<file path="src/rtl/sram_pkg.sv">
// rtl/sram_pkg.sv - shared constants and types for the SRAM port arbiter
package sram_pkg;

  localparam int ADDR_W = 5;
  localparam int DATA_W = 16;
  localparam int DEPTH  = 1 << ADDR_W;

  typedef enum logic [1:0] {
    IDLE     = 2'd0,
    ACCESS   = 2'd1,
    COMPLETE = 2'd2
  } state_t;

  typedef struct packed {
    logic              we;
    logic [ADDR_W-1:0] addr;
    logic [DATA_W-1:0] data;
  } op_t;

endpackage

</file>
<file path="src/rtl/sram_port_arbiter_if.sv">
// rtl/sram_port_arbiter_if.sv - requester and array signals of the SRAM port arbiter
interface sram_port_arbiter_if;
  import sram_pkg::*;

  logic              req0;
  logic              we0;
  logic [ADDR_W-1:0] addr0;
  logic [DATA_W-1:0] wdata0;
  logic              gnt0;
  logic              done0;
  logic [DATA_W-1:0] rdata0;

  logic              req1;
  logic              we1;
  logic [ADDR_W-1:0] addr1;
  logic [DATA_W-1:0] wdata1;
  logic              gnt1;
  logic              done1;
  logic [DATA_W-1:0] rdata1;

  logic [DEPTH-1:0]  word_a;
  logic [DEPTH-1:0]  word_b;
  logic              read_en;
  logic              write_en;
  logic [DATA_W-1:0] wr_data;
  logic [DATA_W-1:0] arr_out_a;
  logic [DATA_W-1:0] arr_out_b;

  modport master (
    output req0, we0, addr0, wdata0,
    output req1, we1, addr1, wdata1,
    output arr_out_a, arr_out_b,
    input  gnt0, done0, rdata0,
    input  gnt1, done1, rdata1,
    input  word_a, word_b, read_en, write_en, wr_data
  );

  modport slave (
    input  req0, we0, addr0, wdata0,
    input  req1, we1, addr1, wdata1,
    input  arr_out_a, arr_out_b,
    output gnt0, done0, rdata0,
    output gnt1, done1, rdata1,
    output word_a, word_b, read_en, write_en, wr_data
  );

endinterface

</file>
<file path="src/rtl/sram_onehot_enc.sv">
// rtl/sram_onehot_enc.sv - row address to one-hot word-line encoder
module sram_onehot_enc
  import sram_pkg::*;
(
  input  logic [ADDR_W-1:0] addr,
  output logic [DEPTH-1:0]  onehot
);

  assign onehot = DEPTH'(1) << addr;

endmodule

</file>
<file path="src/rtl/sram_port_arbiter.sv">
// rtl/sram_port_arbiter.sv - two-requester sequencing controller for the dual-word-line SRAM bank
module sram_port_arbiter
  import sram_pkg::*;
(
  input logic               clk,
  input logic               rst_n,
  sram_port_arbiter_if.slave bus
);

  state_t            state;
  state_t            next_state;
  logic              prio;
  logic              grant0;
  logic              grant1;
  logic              conflict;
  logic              accept_st;
  logic              in_access;
  op_t               op_q;
  logic [ADDR_W-1:0] addr_b_q;
  logic              own0_q;
  logic              own1_q;
  logic [DATA_W-1:0] rdata0_q;
  logic [DATA_W-1:0] rdata1_q;
  logic [DEPTH-1:0]  row_a;
  logic [DEPTH-1:0]  row_b;

  assign accept_st = (state == IDLE) || (state == COMPLETE);
  assign in_access = (state == ACCESS);

  always_ff @(posedge clk or negedge rst_n) begin
    if (!rst_n) begin
      state <= IDLE;
    end else begin
      state <= next_state;
    end
  end

  // A write anywhere in a double request forces a single grant chosen by prio.
  always_comb begin
    next_state = state;
    grant0     = 1'b0;
    grant1     = 1'b0;
    conflict   = 1'b0;
    case (state)
      IDLE, COMPLETE: begin
        conflict = bus.req0 && bus.req1 && (bus.we0 || bus.we1);
        if (conflict) begin
          grant0 = !prio;
          grant1 = prio;
        end else begin
          grant0 = bus.req0;
          grant1 = bus.req1;
        end
        next_state = (grant0 || grant1) ? ACCESS : IDLE;
      end
      ACCESS:  next_state = COMPLETE;
      default: next_state = IDLE;
    endcase
  end

  always_ff @(posedge clk or negedge rst_n) begin
    if (!rst_n) begin
      prio     <= 1'b0;
      op_q     <= '0;
      addr_b_q <= '0;
      own0_q   <= 1'b0;
      own1_q   <= 1'b0;
    end else if (accept_st) begin
      if (conflict) begin
        prio <= !prio;
      end
      own0_q <= grant0;
      own1_q <= grant1;
      if (grant0) begin
        op_q <= '{we: bus.we0, addr: bus.addr0, data: bus.wdata0};
      end else begin
        op_q <= '{we: bus.we1, addr: bus.addr1, data: bus.wdata1};
      end
      // Port B copies port A unless r1 shares the access; an idle line would select row 0.
      addr_b_q <= grant1 ? bus.addr1 : bus.addr0;
    end
  end

  always_ff @(posedge clk or negedge rst_n) begin
    if (!rst_n) begin
      rdata0_q <= '0;
      rdata1_q <= '0;
    end else if (in_access && !op_q.we) begin
      if (own0_q) begin
        rdata0_q <= bus.arr_out_a;
      end
      if (own1_q) begin
        rdata1_q <= own0_q ? bus.arr_out_b : bus.arr_out_a;
      end
    end
  end

  sram_onehot_enc u_enc_a (
    .addr   (op_q.addr),
    .onehot (row_a)
  );

  sram_onehot_enc u_enc_b (
    .addr   (addr_b_q),
    .onehot (row_b)
  );

  // Grants are combinational from req, so they are masked while reset is held.
  assign bus.gnt0     = grant0 && rst_n;
  assign bus.gnt1     = grant1 && rst_n;
  assign bus.done0    = (state == COMPLETE) && own0_q;
  assign bus.done1    = (state == COMPLETE) && own1_q;
  assign bus.rdata0   = rdata0_q;
  assign bus.rdata1   = rdata1_q;
  assign bus.word_a   = in_access ? row_a : '0;
  assign bus.word_b   = in_access ? row_b : '0;
  assign bus.read_en  = in_access && !op_q.we;
  assign bus.write_en = in_access && op_q.we;
  assign bus.wr_data  = (in_access && op_q.we) ? op_q.data : '0;

endmodule

</file>
<file path="src/flat_wrapper.sv">
// flat-port wrapper written by rule: the top's interface ports become plain ports
module sram_port_arbiter_flat import sram_pkg::*;
  (clk, rst_n, bus_req0, bus_we0, bus_addr0, bus_wdata0, bus_req1, bus_we1, bus_addr1, bus_wdata1, bus_arr_out_a, bus_arr_out_b, bus_gnt0, bus_done0, bus_rdata0, bus_gnt1, bus_done1, bus_rdata1, bus_word_a, bus_word_b, bus_read_en, bus_write_en, bus_wr_data);
  sram_port_arbiter_if bus_i ();
  input logic clk;
  input logic rst_n;
  input wire logic [$bits(bus_i.req0)-1:0] bus_req0;
  input wire logic [$bits(bus_i.we0)-1:0] bus_we0;
  input wire logic [$bits(bus_i.addr0)-1:0] bus_addr0;
  input wire logic [$bits(bus_i.wdata0)-1:0] bus_wdata0;
  input wire logic [$bits(bus_i.req1)-1:0] bus_req1;
  input wire logic [$bits(bus_i.we1)-1:0] bus_we1;
  input wire logic [$bits(bus_i.addr1)-1:0] bus_addr1;
  input wire logic [$bits(bus_i.wdata1)-1:0] bus_wdata1;
  input wire logic [$bits(bus_i.arr_out_a)-1:0] bus_arr_out_a;
  input wire logic [$bits(bus_i.arr_out_b)-1:0] bus_arr_out_b;
  output wire logic [$bits(bus_i.gnt0)-1:0] bus_gnt0;
  output wire logic [$bits(bus_i.done0)-1:0] bus_done0;
  output wire logic [$bits(bus_i.rdata0)-1:0] bus_rdata0;
  output wire logic [$bits(bus_i.gnt1)-1:0] bus_gnt1;
  output wire logic [$bits(bus_i.done1)-1:0] bus_done1;
  output wire logic [$bits(bus_i.rdata1)-1:0] bus_rdata1;
  output wire logic [$bits(bus_i.word_a)-1:0] bus_word_a;
  output wire logic [$bits(bus_i.word_b)-1:0] bus_word_b;
  output wire logic [$bits(bus_i.read_en)-1:0] bus_read_en;
  output wire logic [$bits(bus_i.write_en)-1:0] bus_write_en;
  output wire logic [$bits(bus_i.wr_data)-1:0] bus_wr_data;
  assign bus_i.req0 = bus_req0;
  assign bus_i.we0 = bus_we0;
  assign bus_i.addr0 = bus_addr0;
  assign bus_i.wdata0 = bus_wdata0;
  assign bus_i.req1 = bus_req1;
  assign bus_i.we1 = bus_we1;
  assign bus_i.addr1 = bus_addr1;
  assign bus_i.wdata1 = bus_wdata1;
  assign bus_i.arr_out_a = bus_arr_out_a;
  assign bus_i.arr_out_b = bus_arr_out_b;
  assign bus_gnt0 = bus_i.gnt0;
  assign bus_done0 = bus_i.done0;
  assign bus_rdata0 = bus_i.rdata0;
  assign bus_gnt1 = bus_i.gnt1;
  assign bus_done1 = bus_i.done1;
  assign bus_rdata1 = bus_i.rdata1;
  assign bus_word_a = bus_i.word_a;
  assign bus_word_b = bus_i.word_b;
  assign bus_read_en = bus_i.read_en;
  assign bus_write_en = bus_i.write_en;
  assign bus_wr_data = bus_i.wr_data;
  sram_port_arbiter u_core (.clk(clk), .rst_n(rst_n), .bus(bus_i));
endmodule
</file>
<file path="config.mk">
export PLATFORM = sky130hd
export DESIGN_NAME = sram_port_arbiter_flat
export DESIGN_NICKNAME = d
export VERILOG_FILES = /design/src/rtl/sram_pkg.sv /design/src/rtl/sram_port_arbiter_if.sv /design/src/rtl/sram_onehot_enc.sv /design/src/rtl/sram_port_arbiter.sv /design/src/flat_wrapper.sv
export SDC_FILE = /design/constraint.sdc
export NUM_CORES = 1
export LEC_CHECK = 0
export BUFFER_PORTS_ARGS = -buffer_cell sky130_fd_sc_hd__buf_2
export CORE_UTILIZATION = 43
export CTS_BUF_LIST = sky130_fd_sc_hd__clkbuf_2
export DETAILED_ROUTE_END_ITERATION = 16
export GPL_ROUTABILITY_DRIVEN = 0
export PLACE_DENSITY = 0.84
export SYNTH_ARGS = -nofsm -noshare
export SYNTH_HDL_FRONTEND = slang
export SYNTH_HIERARCHICAL = 1
export SYNTH_SLANG_ARGS = --single-unit
export TNS_END_PERCENT = 1
</file>
<file path="constraint.sdc">
create_clock -name clk -period 1.4 [get_ports clk]
set_input_delay 0.28 -clock clk [delete_from_list [all_inputs] [get_ports clk]]
set_output_delay 0.28 -clock clk [all_outputs]
set_load 0.05 [all_outputs]
</file>
* Word level (Yosys, flattened, before mapping)
Index checks and enable logic that the tools add are counted. Widths: inputs -> output; s select.
Storage, ports and cells: bits of input ports 80, flip-flop bits (word level) 64
Operators by class: multiplexer cells 15, eq/ne operators 2, shift operators 2, reductions and logical operators 18
Operators by type and width (number):
- $mux 32 | 2
- $shl 1x5->32 const A | 2
- $mux 16 | 2
- $mux 22 | 1
- $logic_and 1x1->1 | 8
- $mux 1 | 8
- $reduce_and 2->1 | 3
- $mux 5 | 1
- $pmux 2 s2 | 1
- $logic_or 1x1->1 | 3
- $eq 2x1->1 const B | 1
- $eq 2x2->1 const B | 1
- $logic_not 1->1 | 2
- $logic_not 2->1 | 1
- $reduce_or 2->1 | 1

* Logic depth before layout (Yosys ltp)
Gate-level depths: netlist of run 1.
depth after elaboration 7, depth in mapped cells 5, gate-level depth less buffers 3

* Modules after synthesis
The synthesis of run 1 kept the hierarchy.
By module, submodules not included:
- sram_port_arbiter | cells each 326, instances 1, area each 3399.5 sq um, seq. area each 1601.5 sq um
- sram_onehot_enc | cells each 47, instances 2, area each 214.0 sq um, seq. area each 0.0 sq um

* Worst setup path before layout of run 1
OpenSTA, ideal clock, no wires.
path kind register to output, from reg u_core.state[0], to out bus_gnt1, required time 1.120 ns, setup slack -0.300 ns, arrival time 1.420 ns, stages on the path, launching flop included 4, cells stage by stage dfrtp_1 > nand2b_1 > a21oi_1 > and2_1
Between the ends: longest elaborated chain between the ends 4
Ends and longest elaborated chain:
- start, declared | RTL line sram_port_arbiter.sv:10 | state_t state;
- start signal, assigned | RTL line sram_port_arbiter.sv:34 | state <= next_state;
- $eq 2x2->1 or $logic_not 2->1 (tied branches) | RTL line sram_port_arbiter.sv:44 | case (state)
- $reduce_or 2->1 (*) | RTL line sram_port_arbiter.sv:44
- $mux 1 (*) | RTL line sram_port_arbiter.sv:44
- $logic_and 1x1->1 (*) | RTL line sram_port_arbiter.sv:110 | assign bus.gnt1 = grant1 && rst_n;
- end, declared | RTL line flat_wrapper.sv:20 | output wire logic [$bits(bus_i.gnt1)-1:0] bus_gnt1;
Mark *: on every way between the ends. The rest lies on a longest branch, timed or not.

* Worst setup path after layout of run 1
from reg u_core.addr_b_q[4], to out bus_word_b[6]
Between the ends: longest elaborated chain between the ends 2
Ends and longest elaborated chain:
- start, declared | RTL line sram_port_arbiter.sv:19 | logic [ADDR_W-1:0] addr_b_q;
- start signal, assigned | RTL line sram_port_arbiter.sv:80 | addr_b_q <= grant1 ? bus.addr1 : bus.addr0;
- $shl 1x5->32 | RTL line sram_onehot_enc.sv:9 | assign onehot = DEPTH'(1) << addr;
- named net u_core.row_b[6] | RTL line sram_port_arbiter.sv:25 | logic [DEPTH-1:0] row_b;
- $mux 32 | RTL line sram_port_arbiter.sv:116 | assign bus.word_b = in_access ? row_b : '0;
- end, declared | RTL line flat_wrapper.sv:24 | output wire logic [$bits(bus_i.word_b)-1:0] bus_word_b;
The timed path passes the listed nets, and every way through them passes these cells.

==> flow_summary.toml, run 1 <==
[clock_network]
cts_tree = "built"
root_buffer = "clkbuf_2"
cts_sinks = 64
clockBufferDepth = 2
path_clk_slew_ps = 190
cts-buffers-inserted = 9
htree_levels = 3
clkLatencyLatePin_ps = 560

[critical_path]
path_max_fanout = 6
cp.depth = 4
r2r_cells = 5
cp_num_buf_inv = 1
critPathLaunchType = "register"
crit_arrival_ps = 1890
cp_slowest_cell = "dfrtp_2"
slowest_delay_ps = 480
worst_path_dominant_cell_family = "simple AND/OR/NAND/NOR gates"
crit_required_ps = 1120
critPathCaptureType = "output port"
crit_type = "reg2out"
crit_chain = "or3b_4, nor2_1, and2_2, buf_8"

[pwr]
power_mw = 13.7
swShare_pct = 48.2
p_per_area_mw_per_mm2 = 1950
seqPwrFrac_pct = 25.6
p_leak_nw = 3.34
intPower_mw = 7.11
p_sw_mw = 6.62
combPwrFrac_pct = 63.2
power.share.clock_pct = 11.2
max-vdd-ir-drop_uv = 1760

[synthesis]
yosysWarnings = 6
ys_ff_latch = 64
synth_fp_nets = 500
syn_inst = 420
mappedNetlistArea_sq_mm = 0.00383
ys_seq_area_share_pct = 41.8
syn_avg_cell_area_sq_um = 9.11
synth.distinct_cells = 33

[global_route]
grt_first_pass_wirelength_um = 20600
grt_overflow = 0
grt_pass1_vias = 4223
antenna_found_initial = 1
grt_usage_pct = 29.8
grt_max_degree = 59

[timing]
tightest_slew_ps = 611
postLayoutSetupSlackWorst_ps = -771
post-route-period-util_pct = 155
hold_ws_ps = -3.86
slew_violations = 0
fin_crit_ps = 2170
clock_skew_ps = 41.6
hold_viol = 1
fmax_ghz = 0.461
setup_viol = 161
slew_headroom_pct = 59.2
grt_setup_unrepaired = "true"

[cells_and_area]
layout_common_cells = "buf_6, buf_2, nor2_1, and2_2, dfrtp_1"
stdcell_area_sq_mm = 0.00704
diodes = 0
drive_gt1_share_pct = 57.7
fill_cells = 491
final_core_util_pct = 81.1
syn2layout_area_growth_pct = 83.9
fin_nets = 767
layout.cells.most_common = "buf_6"

[floorplanning]
io_pins = 198
dieArea_sq_mm = 0.00928
chipHeight_um = 96.3
rows = 34
start_util_pct = 44.1
die_w_um = 96.3
placeableCoreArea_sq_mm = 0.00868

[worst_hold_path]
holdPathStages = 2
hp-class = "in2reg"

[placement]
placed_cell_area_sq_mm = 0.00524
place_hpwl_um = 8120
port_buffers = 197
place_ws_ps = -354

[drt]
drt_first_pass_iters = 4
routed_wl_um = 14700
wl_per_cell_um = 18.3
drt_iter0_markers = 170
drtAntennaViolNets = 0
drc = 0
vias = 4237
vias_per_cell = 5.30

[job]
maxCapViolations = 0

[run_status]
violations = "hold timing, setup timing"
status = "finished, violations left"
==> path summary, 6_finish.rpt <==
check,from,end,slack [ps]
worst max-delay path,u_core/addr_b_q[4]$_DFFE_PN0P_,bus_word_b[6],-770
worst min-delay path,bus_addr1[1],u_core/op_q[17]$_DFFE_PN0P_,-4
worst max register to register,u_core/state[1]$_DFF_PN0_,u_core/bus.rdata0[15]$_DFFE_PN0P_,-180
worst min register to register,u_core/bus.rdata0[8]$_DFFE_PN0P_,u_core/bus.rdata0[8]$_DFFE_PN0P_,560
max in group asynchronous,rst_n,u_core/state[0]$_DFF_PN0_,590
min in group asynchronous,rst_n,u_core/op_q[6]$_DFFE_PN0P_,340
==> cell families after synthesis <==
kind of cell	Yosys count	synth area share [%]
muxes	34	9.48
buffers and inverters	44	5.30
xor gates and xnor gates	1	0.229
AOI/OAI and AO/OA	54	11.1
and+or+nand+nor	223	32.0
DFF	64	41.8
==> state kept, by name, indices dropped and copies added, names as in the netlist <==
name	flops
u_core/bus.rdata0	16
u_core/own1_q	1
u_core/state	2
u_core/bus.rdata1	16
u_core/addr_b_q	5
u_core/own0_q	1
u_core/prio	1
u_core/op_q	22
==> cell usage after synthesis <==
library cell	instances	area, sq um
xnor2_1	1	8.76
o311ai_0	5	43.8
dfrtp_1	64	1600
nand2b_4	1	13.8
nor2b_1	1	6.26
a21o_1	2	15.0
nand2b_1	5	31.3
nor3b_4	1	18.8
and2_1	88	551
o211ai_1	1	7.51
a21oi_1	18	90.1
o21a_1	1	7.51
or2_2	3	18.8
nand3b_1	6	45.0
clkinv_1	1	3.75
buf_6	3	33.8
mux2i_1	16	160
clkbuf_1	19	71.3
nand2_1	7	26.3
and3b_1	3	26.3
buf_4	1	7.51
nor2_1	81	304
or3b_1	6	52.6
nand3_1	2	10.0
nor4bb_1	1	10.0
inv_1	11	41.3
a211o_1	5	43.8
a221o_1	21	210
buf_2	9	45.0
a21boi_0	1	7.51
and3_1	16	100
mux2_2	18	203
or3_1	2	12.5
==> per-stage QoR <==
step / std cells / TNS [ps]
4_1_cts: 798 / -58390
3_5_place_dp: 728 / -23960
2_1_floorplan: 420 / -8080
5_1_grt: 800 / -72660
3_3_place_gp: 728 / -20950
6_report: 800 / -61110
==> final cells by class <==
type	instances	area [sq um]	area share [%]
clock buffers	9	45.0	0.640
clock inverters	7	119	1.69
inverters	12	50.0	0.711
multi-input cells	312	2310	32.8
flip-flops and latches	64	1610	22.9
well taps	108	135	1.92
repair buffers	288	2770	39.3
==> worst reg2reg max path, delay by kind of cell, from the launching register on <==
family	cells	cell delay, ps
simple gates	2	370
buf+inv	2	330
mux	1	360
flops	1	430
==> power by group through the flow <==
| stage | Clock [mW] | Combinational, mW | Sequential, mW |
|---|---|---|---|
| CTS | 1.52 | 8.16 | 3.38 |
| detailed placement | 0 | 6.87 | 3.26 |
| finish | 1.54 | 8.68 | 3.51 |
| global route | 1.63 | 9.08 | 3.60 |
| global placement | 0 | 6.71 | 3.20 |
| floorplan | 0 | 3.46 | 4.70 |
==> layer usage <==
layer,part of all wire [%],track usage [%]
met4,3.0,15.0
met2,53,53.3
met3,5.9,6.79
met5,0.068,0
met1,38,33.0
==> timing repair <==
action | in CTS | in global routing
setup buffers | 1 | 1
pin swaps | 26 | 22
hold buffers | 53 | 1
endpoints found under the hold margin | 98 | 1
gates resized for setup | 276 | 66
endpoints found under the setup margin | 159 | 172
Power figures use the tool's default switching activity.
==> run 2, diff against run 1 <==
ABC_AREA = 1   (was unset)
CORE_UTILIZATION = 45   (was 43)
==> run 2 against run 1 <==
  * The flow finishes with violations (setup timing)
  * First-iteration DRC count rose by 140%
  * Cell count up 31%
  * Utilization down 3.7 points
  * Routed wire length grew 4.1%
  * Clock power shrank 18%
  * Synthesized cell count rose by 64%
  * Largest cell class is now multi-input combinational cells
==> flow_summary.toml, run 2 <==
[timing]
hold_viol = 0
hold_ws_ps = 29.7
slew_violations = 0
postLayoutSetupSlackWorst_ps = -821
fmax_ghz = 0.450
tightest_slew_ps = 822
fin_crit_ps = 2220
clock_skew_ps = 19.4
slew_headroom_pct = 45.2
grt_setup_unrepaired = "true"
setup_tns_ps = -51440
post-route-period-util_pct = 159
setup_viol = 88

[clock_network]
clockBufferDepth = 2
cts-buffers-inserted = 9
htree_levels = 3
clkLatencyLatePin_ps = 490
root_buffer = "clkbuf_2"
cts_sinks = 64
cts_tree = "built"
path_clk_slew_ps = 170

[floorplanning]
die_w_um = 101
dieArea_sq_mm = 0.0102
rows = 35
start_util_pct = 47.2
io_pins = 198
chipHeight_um = 101
placeableCoreArea_sq_mm = 0.00937

[placement]
place_ws_ps = -230
place_hpwl_um = 9340
placed_cell_area_sq_mm = 0.00603
port_buffers = 197
placed_cells = 1015

[critical_path]
crit_required_ps = 1120
cp_slowest_cell = "dfrtp_1"
rrSetupSlack_ps = -10
path_max_fanout = 5
critPathCaptureType = "output port"
reg2reg_to = "u_core/bus.rdata1[5]$_DFFE_PN0P_"
crit_arrival_ps = 1940
crit_chain = "buf_6, inv_4, nand3_1, nor3_1, inv_1, nor2_2, buf_6"
slowest_delay_ps = 450
path_common_cell = "buf_6"
r2r_cells = 7
critPathLaunchType = "register"
crit_type = "reg2out"
r2r_start = "u_core/state[1]$_DFF_PN0_"

[synthesis]
yosysWarnings = 6
ys_ff_latch = 64
ys_seq_area_share_pct = 36.2
async_reset_ff_share_pct = 100
synth_fp_nets = 768
yosys.area.top_type_share_pct = 36.2
synth_flop_cell = "dfrtp_1"
ys_top_cells_by_area = "dfrtp_1, nor2_1, inv_1"
synth_edf_count = 0
synth.distinct_cells = 25
yosys.area.top_type = "dfrtp_1"
mappedNetlistArea_sq_mm = 0.00442
yosys-top-cells-count = "nor2_1, inv_1, nand2_1, nand3_1, dfrtp_1"
synth.most_common_cell = "nor2_1"
syn_avg_cell_area_sq_um = 6.43
syn_inst = 688

[worst_hold_path]
hp-class = "in2reg"
holdPathStages = 3
hp-start = "bus_wdata1[6]"
hold-path-endpoint = "u_core/op_q[6]$_DFFE_PN0P_"

[global_route]
grt_first_pass_wirelength_um = 22500
grt_pass1_vias = 4780
grt_max_degree = 65
grt_usage_pct = 28.4
antenna_found_initial = 0
grt_overflow = 0

[cells_and_area]
layout.cells.most_common = "inv_1"
stdcell_area_sq_mm = 0.00726
fin_nets = 996
diodes = 0
layout_common_cells = "inv_1, buf_6, nand2_1, nor2_2, buf_2"
drive_gt1_share_pct = 45.2
regMostFlops = "u_core/op_q"
instances_no_fill = 1050
syn2layout_area_growth_pct = 64.1
largest_reg_flops = 22

[drt]
wl_per_cell_um = 14.5
drtAntennaViolNets = 0
drc = 0
vias = 5228
routed_wl_um = 15300
drt_first_pass_iters = 6
vias_per_cell = 4.98
drt_iter0_markers = 402

[pwr]
p_leak_nw = 3.52
max-vdd-ir-drop_uv = 1500
p_per_area_mw_per_mm2 = 1860

[run_status]
violations = "setup timing"
status = "finished, violations left"

[job]
maxCapViolations = 0
-- run 2: cell types whose count changed in the layout (fill, tap and decap cells not counted), sizes merged, moves of 11 or more --
cell / delta
nand3: +79
nor3: +11
mux2i: -16
nor2: +95
and2: -88
dlygate4sd3: -40
buf: +12
o21ai: +34
nand2: +101
a221o: -21
inv: +132
mux2: -18
and3: -16
-- run 2: worst max-delay path by stage --
stage / start / to / slack (ps) / cells after the start
2_1_floorplan: u_core/state[0]$_DFF_PN0_ / bus_wr_data[10] / -300 / 6
6_report: u_core/addr_b_q[1]$_DFFE_PN0P_ / bus_word_b[21] / -820 / 7
5_1_grt: u_core/addr_b_q[1]$_DFFE_PN0P_ / bus_word_b[21] / -930 / 7
3_3_place_gp: u_core/op_q[18]$_DFFE_PN0P_ / bus_word_a[19] / -190 / 6
3_5_place_dp: u_core/addr_b_q[2]$_DFFE_PN0P_ / bus_word_b[27] / -230 / 6
4_1_cts: u_core/op_q[17]$_DFFE_PN0P_ / bus_word_a[20] / -690 / 7
-- run 2: kinds of logic (layout without fill, tap and decap cells) --
logic type	after synthesis	count (layout)	synth area share, %
flops	64	64	36.2
compound gates	50	50	5.66
xor+xnor	1	1	0.198
simple gates	384	384	39.5
buf+inv	189	422	18.4
-- run 2: timing repair --
item / in CTS / in global routing
pin swaps: 11 / 13
hold buffers: 12 / 2
buffers inserted: 0 / 5
hold endpoints to repair: 75 / 2
setup endpoints to repair: 150 / 172
gates resized for setup: 251 / 39
-- run 2: layout make-up --
class / count / area, sq um
Inverter: 146 / 578
Fill cell: 642 / 2110
Clock buffer: 12 / 60.1
Timing Repair Buffer: 260 / 2390
Multi-Input combinational cell: 435 / 2390
Sequential cell: 64 / 1610
Tap cell: 129 / 161
Clock inverter: 4 / 68.8
-- run 2: worst max-delay path, delay by kind of cell, from the launching register on --
family | cells | cell delay (ps)
buffers and inverters | 4 | 520
DFF | 1 | 450
and+or+nand+nor | 3 | 500
-- run 2: through the flow --
step | utilization (%) | power [mW]
floorplan | - | 8.75
detailed placement | 64.4 | 10.7
finish | 77.4 | 13.5
CTS | 75.4 | 12.9
global route | 77.4 | 14.2
global placement | 64.4 | 10.5
-- run 2: where the power goes --
group	internal [mW]	switching (mW)	leakage, nW
clock network	0.607	0.661	0.0836
logic	3.15	5.69	2.70
registers	2.64	0.731	0.738
-- run 2: layer usage --
| layer | global-route usage, % | wire [um] | vias up |
|---|---|---|---|
| li1 | - | - | 2518 |
| met1 | 33.8 | 5680 | 2398 |
| met2 | 49.7 | 7880 | 254 |
| met3 | 4.09 | 1040 | 58 |
| met4 | 14.8 | 674 | 0 |
| met5 | 0 | 0 | - |
